[src/rtl/float_byte_io_if.sv]
// Byte-stream handshake bundle between the chip pins and float_byte_io.
// The slave side is the block, the master side is whoever drives the pins.
interface float_byte_io_if;
  logic       in_valid;
  logic [7:0] in_byte;
  logic       in_ready;
  logic       out_valid;
  logic [7:0] out_byte;
  logic       out_ready;

  modport master (
    output in_valid, in_byte, out_ready,
    input  in_ready, out_valid, out_byte
  );

  modport slave (
    input  in_valid, in_byte, out_ready,
    output in_ready, out_valid, out_byte
  );
endinterface

[src/rtl/float_byte_io.sv]
// Byte-serial operand loader and result streamer around the float unit.
// Loads a then b LSB-first, waits OP_LAT cycles, streams fs back out.
module float_byte_io #(
  parameter int unsigned OP_LAT = 1
) (
  input  logic            clk,
  input  logic            rst_n,
  float_byte_io_if.slave  io,
  output logic [31:0]     fa,
  output logic [31:0]     fb,
  input  logic [31:0]     fs,
  output logic            busy
);

  typedef enum logic [1:0] {
    LOAD_A,
    LOAD_B,
    EXEC,
    SEND
  } state_e;

  localparam logic [3:0] CNT_LAST = 4'(OP_LAT - 1);

  state_e      state_q, state_d;
  logic [1:0]  idx_q, idx_d;
  logic [3:0]  cnt_q, cnt_d;
  logic [31:0] fa_q, fa_d;
  logic [31:0] fb_q, fb_d;
  logic [31:0] res_q, res_d;
  logic        in_ready_q, in_ready_d;
  logic        out_valid_q, out_valid_d;
  logic [7:0]  out_byte_q, out_byte_d;
  logic        busy_q, busy_d;
  logic        in_acc;
  logic        out_acc;

  assign in_acc  = in_ready_q & io.in_valid;
  assign out_acc = out_valid_q & io.out_ready;

  // Next-state, datapath and registered-output computation.
  always_comb begin
    state_d    = state_q;
    idx_d      = idx_q;
    cnt_d      = cnt_q;
    fa_d       = fa_q;
    fb_d       = fb_q;
    res_d      = res_q;
    out_byte_d = out_byte_q;
    unique case (state_q)
      LOAD_A: begin
        if (in_acc) begin
          fa_d[{idx_q, 3'b000} +: 8] = io.in_byte;
          idx_d = idx_q + 2'd1;
          if (idx_q == 2'd3) state_d = LOAD_B;
        end
      end
      LOAD_B: begin
        if (in_acc) begin
          fb_d[{idx_q, 3'b000} +: 8] = io.in_byte;
          idx_d = idx_q + 2'd1;
          if (idx_q == 2'd3) begin
            state_d = EXEC;
            cnt_d   = 4'd0;
          end
        end
      end
      EXEC: begin
        if (cnt_q == CNT_LAST) begin
          res_d      = fs;
          out_byte_d = fs[7:0];
          idx_d      = 2'd0;
          cnt_d      = 4'd0;
          state_d    = SEND;
        end else begin
          cnt_d = cnt_q + 4'd1;
        end
      end
      SEND: begin
        if (out_acc) begin
          idx_d = idx_q + 2'd1;
          if (idx_q == 2'd3) begin
            state_d = LOAD_A;
          end else begin
            out_byte_d = res_q[{idx_q + 2'd1, 3'b000} +: 8];
          end
        end
      end
      default: state_d = LOAD_A;
    endcase
    in_ready_d  = (state_d == LOAD_A) || (state_d == LOAD_B);
    out_valid_d = (state_d == SEND);
    busy_d      = !((state_d == LOAD_A) && (idx_d == 2'd0));
  end

  // FSM state, operands, result and registered outputs.
  always_ff @(posedge clk or negedge rst_n) begin
    if (!rst_n) begin
      state_q     <= LOAD_A;
      idx_q       <= 2'd0;
      cnt_q       <= 4'd0;
      fa_q        <= 32'd0;
      fb_q        <= 32'd0;
      res_q       <= 32'd0;
      in_ready_q  <= 1'b1;
      out_valid_q <= 1'b0;
      out_byte_q  <= 8'd0;
      busy_q      <= 1'b0;
    end else begin
      state_q     <= state_d;
      idx_q       <= idx_d;
      cnt_q       <= cnt_d;
      fa_q        <= fa_d;
      fb_q        <= fb_d;
      res_q       <= res_d;
      in_ready_q  <= in_ready_d;
      out_valid_q <= out_valid_d;
      out_byte_q  <= out_byte_d;
      busy_q      <= busy_d;
    end
  end

  assign io.in_ready  = in_ready_q;
  assign io.out_valid = out_valid_q;
  assign io.out_byte  = out_byte_q;
  assign fa           = fa_q;
  assign fb           = fb_q;
  assign busy         = busy_q;

endmodule

[src/flat_wrapper.sv]
// flat-port wrapper written by rule: the top's interface ports become plain ports
module float_byte_io_flat 
#(
  parameter int unsigned OP_LAT = 1
)
  (clk, rst_n, fa, fb, fs, busy, io_in_valid, io_in_byte, io_out_ready, io_in_ready, io_out_valid, io_out_byte);
  float_byte_io_if io_i ();
  input  logic clk;
  input  logic rst_n;
  output logic [31:0] fa;
  output logic [31:0] fb;
  input  logic [31:0] fs;
  output logic busy;
  input wire logic [$bits(io_i.in_valid)-1:0] io_in_valid;
  input wire logic [$bits(io_i.in_byte)-1:0] io_in_byte;
  input wire logic [$bits(io_i.out_ready)-1:0] io_out_ready;
  output wire logic [$bits(io_i.in_ready)-1:0] io_in_ready;
  output wire logic [$bits(io_i.out_valid)-1:0] io_out_valid;
  output wire logic [$bits(io_i.out_byte)-1:0] io_out_byte;
  assign io_i.in_valid = io_in_valid;
  assign io_i.in_byte = io_in_byte;
  assign io_i.out_ready = io_out_ready;
  assign io_in_ready = io_i.in_ready;
  assign io_out_valid = io_i.out_valid;
  assign io_out_byte = io_i.out_byte;
  float_byte_io #(.OP_LAT(OP_LAT)) u_core (.clk(clk), .rst_n(rst_n), .io(io_i), .fa(fa), .fb(fb), .fs(fs), .busy(busy));
endmodule
[config.mk]
export PLATFORM = sky130hd
export DESIGN_NAME = float_byte_io_flat
export DESIGN_NICKNAME = d
export VERILOG_FILES = /design/src/rtl/float_byte_io_if.sv /design/src/rtl/float_byte_io.sv /design/src/flat_wrapper.sv
export SDC_FILE = /design/constraint.sdc
export NUM_CORES = 1
export LEC_CHECK = 0
export BUFFER_PORTS_ARGS = -buffer_cell sky130_fd_sc_hd__buf_2
export CAP_MARGIN = 20
export CORE_UTILIZATION = 58
export DETAILED_ROUTE_END_ITERATION = 10
export GPL_TIMING_DRIVEN = 1
export HOLD_SLACK_MARGIN = 0.12
export PLACE_DENSITY = 0.85
export SLEW_MARGIN = 0
export SYNTH_ARGS = -nofsm -noshare
export SYNTH_HDL_FRONTEND = slang
export SYNTH_SLANG_ARGS = --single-unit
[constraint.sdc]
create_clock -name clk -period 6.6 [get_ports clk]
set_input_delay 0.99 -clock clk [delete_from_list [all_inputs] [get_ports clk]]
set_output_delay 0.99 -clock clk [all_outputs]
set_load 0.05 [all_outputs]
# [Yosys cells after proc, flatten, opt, wreduce, memory -nomap -nowiden]
# Index checks and enable logic that the tools add are counted.
[word_totals] reg_bits=115 inputBits=44 output_inout_bits=75 elab_cells=66
[classes] n_addsub=3 eq_ne=11 n_shift=3 mux=22 bitwise=2 n_reduce_logical=15
[ops] op="bitwise mux 32 bit" count=2
[ops] op="variable shift 8 x 7 -> 32 bit, first input constant" count=1
[ops] op="indexed part select 32 x 6 -> 8 bit" count=1
[ops] op="indexed part select 8 x 7 -> 32 bit" count=1
[ops] op="two-way mux 8 bit" count=3
[ops] op="two-way mux 2 bit" count=10
[ops] op="one-hot mux 8 bit (2 select lines)" count=1
[ops] op="two-way mux 4 bit" count=3
[ops] op="== test 2 bit, second input constant" count=4
[ops] op="!= test 2 x 1 -> 1 bit, second input constant" count=4
[ops] op="one-hot mux 2 bit (4 select lines)" count=1
[ops] op="one-hot mux 4 bit (2 select lines)" count=1
[ops] op="negator 5 -> 7 bit" count=1
[ops] op="zero test 2 bit" count=3
[ops] op="one-hot mux 2 bit (3 select lines)" count=1
[ops] op="AND reduction 2 bit" count=3
[ops] op="adder 4 x 1 -> 4 bit, second input constant" count=1
[ops] op="== test 2 x 1 -> 1 bit, second input constant" count=2
[ops] op="zero test 4 bit" count=1
[ops] op="AND reduction 4 bit" count=1
[ops] op="nonzero test 2 bit" count=2
[ops] op="AND reduction 3 bit" count=1
[ops] op="adder 2 x 1 -> 2 bit, second input constant" count=1
[ops] op="AND 1 bit" count=2
[ops] op="other kinds (5)" count=5

# [Logic depth before layout (Yosys ltp)]
# Gate-level depths: netlist (run 1).
[logic_depth] depth_word=7 mapped_depth=7

# [Least setup slack after synthesis (run 1)]
# No wires, ideal clock.
[synth_timing] path_kind="register to register" startpoint="register u_core.idx_q[0]" endpoint="register u_core.out_byte_q[0], in the netlist u_core.io.out_byte[0]" t_arrival_ns=2.123 slack_ns=4.351 stages_incl_launch_ff=8 n_path_buf=2 cell_sequence="dfrtp_1 buf_2 inv_1 ha_1 buf_1 mux4_2 mux2i_1 a21oi_1"
[synth_via] elab_chain_cells=5
[synth_lines] element="start: declaration" line_no="float_byte_io.sv:25" source="logic [1:0] idx_q, idx_d;"
[synth_lines] element="start signal: assignment" line_no="float_byte_io.sv:110" source="idx_q <= idx_d;"
[synth_lines] element="adder 2 x 1 -> 2 bit" line_no="float_byte_io.sv:84" source="out_byte_d = res_q[{idx_q + 2'd1, 3'b000} +: 8];"
[synth_lines] element="indexed part select 32 x 6 -> 8 bit" line_no="float_byte_io.sv:84"
[synth_lines] element="two-way mux 8 bit" line_no="float_byte_io.sv:81" source="if (idx_q == 2'd3) begin"
[synth_lines] element="two-way mux 8 bit" line_no="float_byte_io.sv:79" source="if (out_acc) begin"
[synth_lines] element="one-hot mux 8 bit (2 select lines)" line_no="float_byte_io.sv:49" source="unique case (state_q)"
[synth_lines] element="end signal: assignment" line_no="float_byte_io.sv:117" source="out_byte_q <= out_byte_d;"
[synth_lines] element="end: declaration" line_no="float_byte_io.sv:32" source="logic [7:0] out_byte_q, out_byte_d;"
# Several ways; a longest one is shown, not always the timed one. The select of a mux whose other input is x is not followed.
# A chain may end at the register's enable or synchronous reset.

# [Worst setup path in the final report (run 1)]
[layout_timing] startpoint="register u_core.idx_q[0]" endpoint="register u_core.fa_q[21], in the netlist u_core.fa[21]"
[layout_via] elab_chain_cells=3
[layout_lines] element="negator 5 -> 7 bit (*)" line_no="float_byte_io.sv:52" source="fa_d[{idx_q, 3'b000} +: 8] = io.in_byte;"
[layout_lines] element="indexed part select 8 x 7 -> 32 bit or variable shift 8 x 7 -> 32 bit (tied branches)" line_no="float_byte_io.sv:52"
[layout_lines] element="bitwise mux 32 bit (*)" line_no="float_byte_io.sv:52"
[layout_lines] element="end signal: assignment" line_no="float_byte_io.sv:101" source="fa_q <= 32'd0;"
[layout_lines] element="end signal: assignment" line_no="float_byte_io.sv:112" source="fa_q <= fa_d;"
[layout_lines] element="end: declaration" line_no="float_byte_io.sv:27" source="logic [31:0] fa_q, fa_d;"
# Every way passes the cells marked *; elsewhere a longest branch is shown, timed or not.

==> results of run 1 <==
worst max path at each step:
stage / endpoint / cells after the start
floorplan: u_core.io.out_byte[0] / 7
global placement: u_core.fb[21] / 4
detailed placement: u_core.fb[20] / 4
CTS: u_core.fa[20] / 4
global route: u_core.fa[21] / 4
finish: u_core.fa[21] / 4
flip-flops by register name, summed over array words and instances, names as in the netlist:
register             cells
u_core.busy              1
u_core.cnt_q             4
u_core.fa               32
u_core.fb               32
u_core.idx_q             2
u_core.io.in_ready       1
u_core.io.out_byte       8
u_core.io.out_valid      1
u_core.res_q            32
u_core.state_q           2
worst register-to-register path: stages (launching register included):
cell	delay [ns]
dfrtp_1	0.91
inv_1	0.28
ha_1	0.78
nand2_1	0.53
o31ai_1	0.50
logic make-up (layout without fill, tap and decap cells):
group,Yosys count,in the layout,share of synthesized area [%]
AOI/OAI and AO/OA,91,91,11.95
xor gates and xnor gates,1,1,0.1729
adders and majority gates,13,13,3.210
buffers and inverters,36,163,2.864
DFF,115,115,56.81
muxes,48,48,12.25
and+or+nand+nor,134,134,12.74
metal layers:
| metal | part of all wire (%) | vias up | GRT usage, % |
|---|---|---|---|
| li1 | - | 1790 | - |
| met1 | 39 | 1976 | 37.00 |
| met2 | 51 | 214 | 49.94 |
| met3 | 7.8 | 37 | 7.018 |
| met4 | 2.7 | 0 | 14.05 |
| met5 | 0 | - | 0 |
through the flow:
| step | setup slack, ns | cell area, um2 | util [%] | total power, uW |
|---|---|---|---|---|
| after floorplan | 4.351 | 5067 | - | 2173 |
| after global placement | 3.926 | 5718 | 68.56 | 2460 |
| after detailed placement | 3.757 | 5718 | 68.56 | 2520 |
| after CTS | 3.581 | 6290 | 75.41 | 3437 |
| after global routing | 3.250 | 6317 | 75.74 | 3601 |
| final | 3.480 | 6317 | 75.74 | 3451 |
cells in the mapped netlist, drive strengths merged, types with 2 or more instances:
library cell and count:
a21boi 2, a21oi 9, and2 4, buf 10
clkbuf 15, dfrtp 114, ha 13, inv 11
mux2 32, mux2i 8, mux4 8, nand2 79
nand2b 10, nand3 12, nand3b 9, nand4b 2
nor2 11, o21ai 35, o31ai 33
report_power, final:
group          switching [uW]  total (uW)  internal (uW)
Clock                     310         888            578
Sequential                180        1130            951
Combinational            1030        1430            403
area by class of cell:
cell class	count	area (um2)	area share (%)
clock buffer	20	435.4	6.892
clock inverter	11	136.4	2.159
inverter	11	41.29	0.6536
multi-input combinational	287	2058	32.58
sequential	115	2879	45.57
tap	105	131.4	2.080
timing repair buffer	121	635.6	10.06
==> results_dict.tcl, run 1 <==
set metrics [dict create \
    status "finished, final reports clean" \
    rows 33 \
    synth_area_mm2 0.005067 \
    place.detailed.hpwl_um 7974 \
    wl_per_cell_um 19.26 \
    drc 0 \
    async_flop_share_pct 100.0 \
    critical_path.cell_chain "inv_1 > ha_1 > nand2_1 > o31ai_1" \
    end_kind "flop" \
    vias 4017 \
    worstPathMaxFanout 17 \
    ys_seq_area_share_pct 56.81 \
    grt_first_pass_wirelength_um 20090 \
    clock-root-buffer "clkbuf_8" \
    ys.flop_type "dfrtp_1" \
    maxCapViolations 0 \
    cp_slowest_cell "dfrtp_1" \
    r2r_cells 4 \
    grt_start_max_net_pins 88 \
    port_buffers 118 \
    max_stage_delay_ns 0.91 \
    synth-seq-cells 115 \
    syn2layout_area_growth_pct 24.67 \
    rsz0062_at_grt "false" \
    yosysUniqueCellTypes 43 \
    max-vdd-ir-drop_v 0.0003419 \
    nFillCells 513 \
    dieArea_mm2 0.009115 \
    routed_wl_um 12900 \
    setup_viol 0 \
    finalCritPeriodShare_pct 47.27 \
    dp_cells 638 \
    synth_area_leaders "dfrtp_1, mux2_2, nand2_1" \
    reg2reg_to "u_core.fa[21]" \
    grt_antenna_before_repair 0 \
    path_clk_slew_ns 0.06 \
    powerDensity_mw_per_mm2 546.3 \
    clkSinkCount 115 \
    syn_inst 438 \
    nNetsFinal 610 \
    die_w_um 95.47 \
    p_leak_uw 0.003131 \
    cp-start-kind "flop" \
    gp_congestion 0.8170 \
    cp_data_arrival_time_ns 3.51 \
    drive_above_1_share_pct 35.40 \
    hp-class "primary input to asynchronous set/reset pin" \
    clock.fmax_mhz 320.5 \
    slew_viol_final 0 \
    die_y_um 95.47 \
    final_antenna_net_count 0 \
    reg2reg_slack_ns 3.48 \
    coreArea_mm2 0.008341 \
    ctsHtreeMaxLevel 4 \
    synth_edf_count 0 \
    grt_use_total_pct 29.98 \
    worstReg2RegStart "u_core.idx_q[0]" \
    cpLargestDelayFamily "flip-flops" \
    period_minus_slack_ns 3.120 \
    cts.path.max_buffers 2 \
    crit_start "u_core.idx_q[0]" \
    yosys.area.top_type "dfrtp_1" \
    synth_nets 495 \
    vias_per_cell 5.996 \
    whs_ns 0.3863 \
    skew_ns 0.007948 \
    cts_tree "done" \
    crit_type "flop to flop" \
    overflow 0 \
    cts_hold_buf 0 \
    final_common_cell "buf_2" \
    worst_slew_pin_slew_ns 0.8727 \
    cts_buffers 17 \
    cp.required_ns 6.99 \
    num_antenna_cells 0 \
    cp_num_buf_inv 1 \
    synth_top_area_share_pct 56.30 \
    hold_violations 0 \
    io_pins 119 \
    final_cell_mix "buf_2, dfrtp_1, nand2_1" \
    floorplan.initialDensity_pct 60.76 \
    cts_setup_buffers 0 \
    postSynthAreaPerCell_um2 11.57 \
    post_cts_resized 0 \
    instances_no_fill 670 \
    dr.pass1.iters 5 \
    tns_ns 0 \
    ys_warn_count 0 \
    grt_pass1_vias 3953 \
    slew_headroom_pct 41.82 \
    clk_latency_ns 0.52 \
    drt-initial-drc-count 243 \
]
No activity file was read; power rests on OpenSTA's default activity.
==> run 2: changes to the inputs <==
--- a/config.mk
+++ b/config.mk
@@ -5,13 +5,14 @@
 export SDC_FILE = /design/constraint.sdc
 export NUM_CORES = 1
 export LEC_CHECK = 0
+export ABC_AREA = 1
 export BUFFER_PORTS_ARGS = -buffer_cell sky130_fd_sc_hd__buf_2
 export CAP_MARGIN = 20
-export CORE_UTILIZATION = 58
+export CORE_UTILIZATION = 49
 export DETAILED_ROUTE_END_ITERATION = 10
 export GPL_TIMING_DRIVEN = 1
 export HOLD_SLACK_MARGIN = 0.12
-export PLACE_DENSITY = 0.85
+export PLACE_DENSITY = 0.76
 export SLEW_MARGIN = 0
 export SYNTH_ARGS = -nofsm -noshare
 export SYNTH_HDL_FRONTEND = slang
==> constraint.sdc (replaced) <==
create_clock -name clk -period 2.55 [get_ports clk]
set_input_delay 0.3825 -clock clk [delete_from_list [all_inputs] [get_ports clk]]
set_output_delay 0.3825 -clock clk [all_outputs]
set_load 0.05 [all_outputs]
==> results_dict.tcl, run 2 <==
set metrics [dict create \
    status "finished, final reports clean" \
    yosys.area.top_type "dfrtp_1" \
    floorplan.initialDensity_pct 51.44 \
    synth-seq-cells 115 \
    yosysMostFrequentCell "dfrtp_1" \
    combPwrFrac_pct 42.1 \
    maxCapViolations 0 \
    final_common_cell "buf_2" \
    postSynthAreaPerCell_um2 10.37 \
    drt-initial-drc-count 283 \
    max_stage_delay_ns 0.55 \
    grt_start_max_net_pins 55 \
    slew_viol_final 0 \
    clock.fmax_mhz 483.1 \
    rsz0062_at_grt "false" \
    path_clk_slew_ns 0.05 \
    yosysUniqueCellTypes 30 \
    p_leak_uw 0.003867 \
    dr.pass1.iters 5 \
    crit_type "flop to flop" \
    hp-class "primary input to flop" \
    powerDensity_mw_per_mm2 1238 \
    io_pins 119 \
    clk_latency_ns 0.52 \
    synth_top_area_share_pct 53.01 \
    final_cell_mix "buf_2, dfrtp_1, nand2_1" \
    final_antenna_net_count 0 \
    vias_per_cell 5.149 \
    die_w_um 106.8 \
    cp.required_ns 2.90 \
    overflow 0 \
    ys.flop_type "dfrtp_1" \
    synth.top_cells.by_count "dfrtp_1, nand2_1, mux2_2" \
    cp_slowest_cell "inv_2" \
    tns_ns 0 \
    max-vdd-ir-drop_v 0.0007372 \
    synth_edf_count 0 \
    finalCritPeriodShare_pct 81.17 \
    die_y_um 106.8 \
    routed_wl_um 13270 \
    critical_path.cell_chain "inv_1 > ha_1 > nand3_2 > inv_2 > o21ai_0" \
    cts_buffers 17 \
    cp-start-kind "flop" \
    cts.path.max_buffers 2 \
    vias 4284 \
    cts_tree "done" \
    rows 37 \
    timing.final.ws_setup_ns 0.4802 \
    synth_nets 576 \
    worst_slew_pin_slew_ns 0.7346 \
    port_buffers 118 \
    pwr-share-seq_pct 30.5 \
    drc 0 \
    grt_use_total_pct 25.17 \
    period_minus_slack_ns 2.070 \
    end_kind "flop" \
    p_int_uw 4970 \
    synth_area_leaders "dfrtp_1, mux2_2, nand2_1" \
    drive_above_1_share_pct 35.06 \
    skew_ns 0.006739 \
    gp_congestion 0.8887 \
    cts_setup_buffers 0 \
    setup_viol 0 \
    num_antenna_cells 0 \
    cp_data_arrival_time_ns 2.42 \
    grt_pass1_vias 4323 \
    ctsHtreeMaxLevel 4 \
    syn_inst 519 \
    coreArea_mm2 0.01046 \
    clock_power_share_pct 27.5 \
    clkSinkCount 115 \
    async_flop_share_pct 100.0 \
    grt_antenna_before_repair 0 \
    slew_headroom_pct 50.96 \
    syn2layout_area_growth_pct 30.99 \
    ys_warn_count 0 \
    place.detailed.hpwl_um 9037 \
    switchingPower_uw 3754 \
    post-place-ws_ns 0.5445 \
    switching_share_pct 43.03 \
    grt_first_pass_wirelength_um 21700 \
    wl_per_cell_um 15.95 \
    worstPathMaxFanout 52 \
    hold_violations 0 \
    nNetsFinal 740 \
    clock-root-buffer "clkbuf_8" \
    synth_area_mm2 0.005381 \
    ys_seq_area_share_pct 53.50 \
    dieArea_mm2 0.01141 \
]
==> run 2: cell count changes after synthesis, moves of 9 or more <==
cell	change
clkbuf_1	-13
o21ai_1	+12
nand2_1	+34
nand3b_1	-9
nor2_1	+36
o31ai_1	-32
inv_1	+36
mux2_2	+26
nand2b_1	-10
==> run 2: metal layers <==
metal	vias up	wire (um)	global-route usage, %
li1	2020	-	-
met1	2097	5900	32.97
met2	143	6450	40.41
met3	24	633	5.714
met4	0	288	10.37
met5	-	0	0
==> run 2: layout make-up <==
type                            instances  area [um2]
Inverter                               51       196.4
Tap cell                              136       170.2
Fill cell                             786        3413
Sequential cell                       115        2879
Clock buffer                           22       442.9
Timing Repair Buffer                  157       968.4
Clock inverter                         10       156.4
Multi-Input combinational cell        341        2236
==> run 2: kinds of logic (layout without fill, tap and decap cells) <==
group / count (synthesis) / after routing / synth area share [%]
simple gates: 207 / 207 / 18.76
flops: 115 / 115 / 53.50
mux: 64 / 64 / 13.81
buf+inv: 63 / 240 / 4.952
compound gates: 55 / 55 / 5.627
fa+ha+maj: 13 / 13 / 3.023
xor+xnor: 2 / 2 / 0.3256
==> run 2: per-stage QoR <==
| stage | instances | power (uW) | util, % | hold slack, ns | cell area [um2] |
|---|---|---|---|---|---|
| final | 832 | 8724 | 67.38 | 0.2680 | 7049 |
| after global routing | 832 | 9255 | 67.38 | 0.2819 | 7049 |
| after CTS | 832 | 8713 | 67.38 | 0.2409 | 7049 |
| after detailed placement | 767 | 6228 | 58.49 | 0.4649 | 6120 |
| after global placement | 767 | 6108 | 58.49 | 0.4526 | 6120 |
| after floorplan | 519 | 5387 | - | 0.08691 | 5381 |
==> run 2: timing repair <==
| item | in CTS | in global routing |
|---|---|---|
| endpoints found under the hold margin | 83 | 0 |
| gates resized for setup | 0 | 0 |
| hold buffers | 33 | 0 |
==> run 2: power groups by stage <==
stage          Combinational (uW)  Sequential [uW]  Clock (uW)
6_report                     3670             2660        2390
5_1_grt                      4030             2700        2520
4_1_cts                      3640             2650        2430
3_5_place_dp                 3560             2670           0
3_3_place_gp                 3460             2650           0
2_1_floorplan                2030             3360           0
==> run 2: critical path: cells and delay by family, from the launching register on <==
family,cells,cell delay (ns)
AO/OA/AOI/OAI,1,0.21
adder cells (fa/ha/maj),1,0.43
buffers and inverters,2,0.71
flip-flops,1,0.39
AND/OR/NAND/NOR,1,0.13
==> run 2: path summary, 6_finish.rpt <==
| path | from | endpoint | slack (ns) | depth (start not counted) |
|---|---|---|---|---|
| worst min-delay path | io_out_ready | u_core.idx_q[1] | 0.27 | 4 |
| worst min register to register | u_core.res_q[30] | u_core.res_q[30] | 0.49 | 2 |
| max in group asynchronous | rst_n | u_core.fb[24] | 1.30 | 3 |
| worst max register to register | u_core.state_q[0] | u_core.res_q[25] | 0.48 | 5 |
| worst max-delay path | u_core.state_q[0] | u_core.res_q[25] | 0.48 | 5 |
| min in group asynchronous | rst_n | u_core.cnt_q[2] | 0.46 | 2 |
==> run 3: changes to the inputs <==
==> constraint.sdc (replaced) <==
create_clock -name clk -period 1.7 [get_ports clk]
set_input_delay 0.255 -clock clk [delete_from_list [all_inputs] [get_ports clk]]
set_output_delay 0.255 -clock clk [all_outputs]
set_load 0.05 [all_outputs]
==> results_dict.tcl, run 3 (synthesis gave the netlist of run 2 again) <==
set metrics [dict create \
    status "finished, final reports clean" \
    finalPower_uw 13740 \
    reg2reg_slack_ns 0.06 \
    grt_start_max_net_pins 53 \
    syn2layout_area_growth_pct 34.92 \
    die_w_um 106.8 \
    floorplan.initialDensity_pct 51.44 \
    postLayoutCoreUtil_pct 69.40 \
    final_cell_mix "buf_2, dfrtp_1, nand2_1" \
    cp_num_buf_inv 1 \
    path_clk_slew_ns 0.06 \
    clk_latency_ns 0.53 \
    nFillCells 723 \
    gp_congestion 0.8674 \
    routed_wl_um 13690 \
    cpLargestDelayFamily "flip-flops" \
    worstReg2RegStart "u_core.idx_q[0]" \
    skew_ns 0.01074 \
    cp_slowest_cell "dfstp_2" \
    instances_no_fill 846 \
    r2r_cells 7 \
    powerDensity_mw_per_mm2 1893 \
    port_buffers 118 \
    num_antenna_cells 0 \
    vias 4455 \
    ctsHtreeMaxLevel 4 \
    place.detailed.hpwl_um 9207 \
    slew_headroom_pct 75.88 \
    reg2reg_to "u_core.io.out_byte[7]" \
    final_antenna_net_count 0 \
    hp-start "io_out_ready" \
    holdPathStages 4 \
    drive_above_1_share_pct 38.73 \
    crit_type "flop to primary output" \
    fin_area_mm2 0.007261 \
    dpl_cell_area_mm2 0.006275 \
    setup_viol 0 \
    dp_cells 781 \
    drt-initial-drc-count 397 \
    hp-class "primary input to flop" \
    worstPathMaxFanout 4 \
    cts_tree "done" \
    cp-start-kind "flop" \
    max-vdd-ir-drop_v 0.001367 \
    dieArea_mm2 0.01141 \
    worst_slew_pin_slew_ns 0.3618 \
    grt_use_total_pct 25.44 \
    vias_per_cell 5.266 \
    maxCapViolations 0 \
    cts_buffers 17 \
    wl_per_cell_um 16.18 \
    clock-root-buffer "clkbuf_8" \
    dr.pass1.iters 5 \
    cp_data_arrival_time_ns 1.38 \
    die_y_um 106.8 \
    end_kind "primary output" \
    post-place-ws_ns 0.01163 \
    grt_antenna_before_repair 0 \
    clkSinkCount 115 \
    nNetsFinal 754 \
    critical_path.cell_chain "buf_2" \
    finalCritPeriodShare_pct 96.38 \
    period_minus_slack_ns 1.638 \
    grt_pass1_vias 4612 \
    p_leak_uw 0.003943 \
    drc 0 \
    clock.fmax_mhz 610.3 \
    coreArea_mm2 0.01046 \
    rows 37 \
    timing.final.ws_setup_ns 0.06155 \
    grt_first_pass_wirelength_um 22250 \
    holdPathEnd "u_core.idx_q[1]" \
    hold_violations 0 \
    cp.required_ns 1.44 \
    io_pins 119 \
    overflow 0 \
    final_common_cell "buf_2" \
    slew_viol_final 0 \
    rsz0062_at_grt "true" \
    max_stage_delay_ns 0.58 \
    cts.path.max_buffers 2 \
]
run 3: cell types whose count changed in the layout (fill, tap and decap cells not counted), sizes merged:
cell,before,now
buf,124,138
clkbuf,22,19
clkinv,5,6
clkinvlp,1,3
run 3: power breakdown:
| part | leakage [uW] | switching, uW | internal (uW) |
|---|---|---|---|
| sequential | 0.00151 | 398 | 3560 |
| combinational | 0.00214 | 4230 | 1850 |
| clock | 0.000294 | 1290 | 2410 |
| total | 0.00394 | 5920 | 7830 |
run 3: layer usage:
layer / up-vias / share of wire [%] / track usage, %
met3: 28 / 4.6 / 5.897
li1: 2049 / - / -
met5: - / 0 / 0
met2: 164 / 50 / 41.89
met1: 2214 / 43 / 32.24
met4: 0 / 1.8 / 10.67
run 3: final cells by class:
type | count | area (um2) | area share [%]
clock buffer | 19 | 431.7 | 5.945
tap | 136 | 170.2 | 2.344
multi-input combinational | 341 | 2286 | 31.48
clock inverter | 13 | 183.9 | 2.533
sequential | 115 | 2879 | 39.65
timing repair buffer | 171 | 1111 | 15.30
inverter | 51 | 198.9 | 2.740
run 3: repair_timing:
action / 4_1_cts / 5_1_grt
setup endpoints to repair: 8 / 53
pin swaps: 1 / 1
resized for setup: 4 / 13
buffers inserted: 0 / 0
hold buffers: 33 / 0
gates cloned: 0 / 0
endpoints found under the hold margin: 150 / 0
run 3: worst max-delay path by stage:
| stage | start | to | slack [ns] | cells past startpoint |
|---|---|---|---|---|
| detailed placement | u_core.state_q[1] | u_core.fb[10] | 0.01 | 5 |
| floorplan | u_core.idx_q[0] | u_core.fa[16] | 0.02 | 6 |
| global placement | u_core.state_q[1] | u_core.fb[0] | 0.09 | 5 |
| finish | u_core.io.in_ready | io_in_ready | 0.06 | 1 |
| CTS | u_core.idx_q[0] | u_core.io.out_byte[7] | 0.01 | 7 |
| global route | u_core.state_q[0] | u_core.busy | -0.02 | 8 |
run 3: through the flow:
stage	hold slack, ns	setup TNS (ns)
after global routing	0.1460	-0.04755
after global placement	0.1969	0
after detailed placement	0.1987	0
after floorplan	-0.04059	0
final	0.1495	0
after CTS	0.1281	0
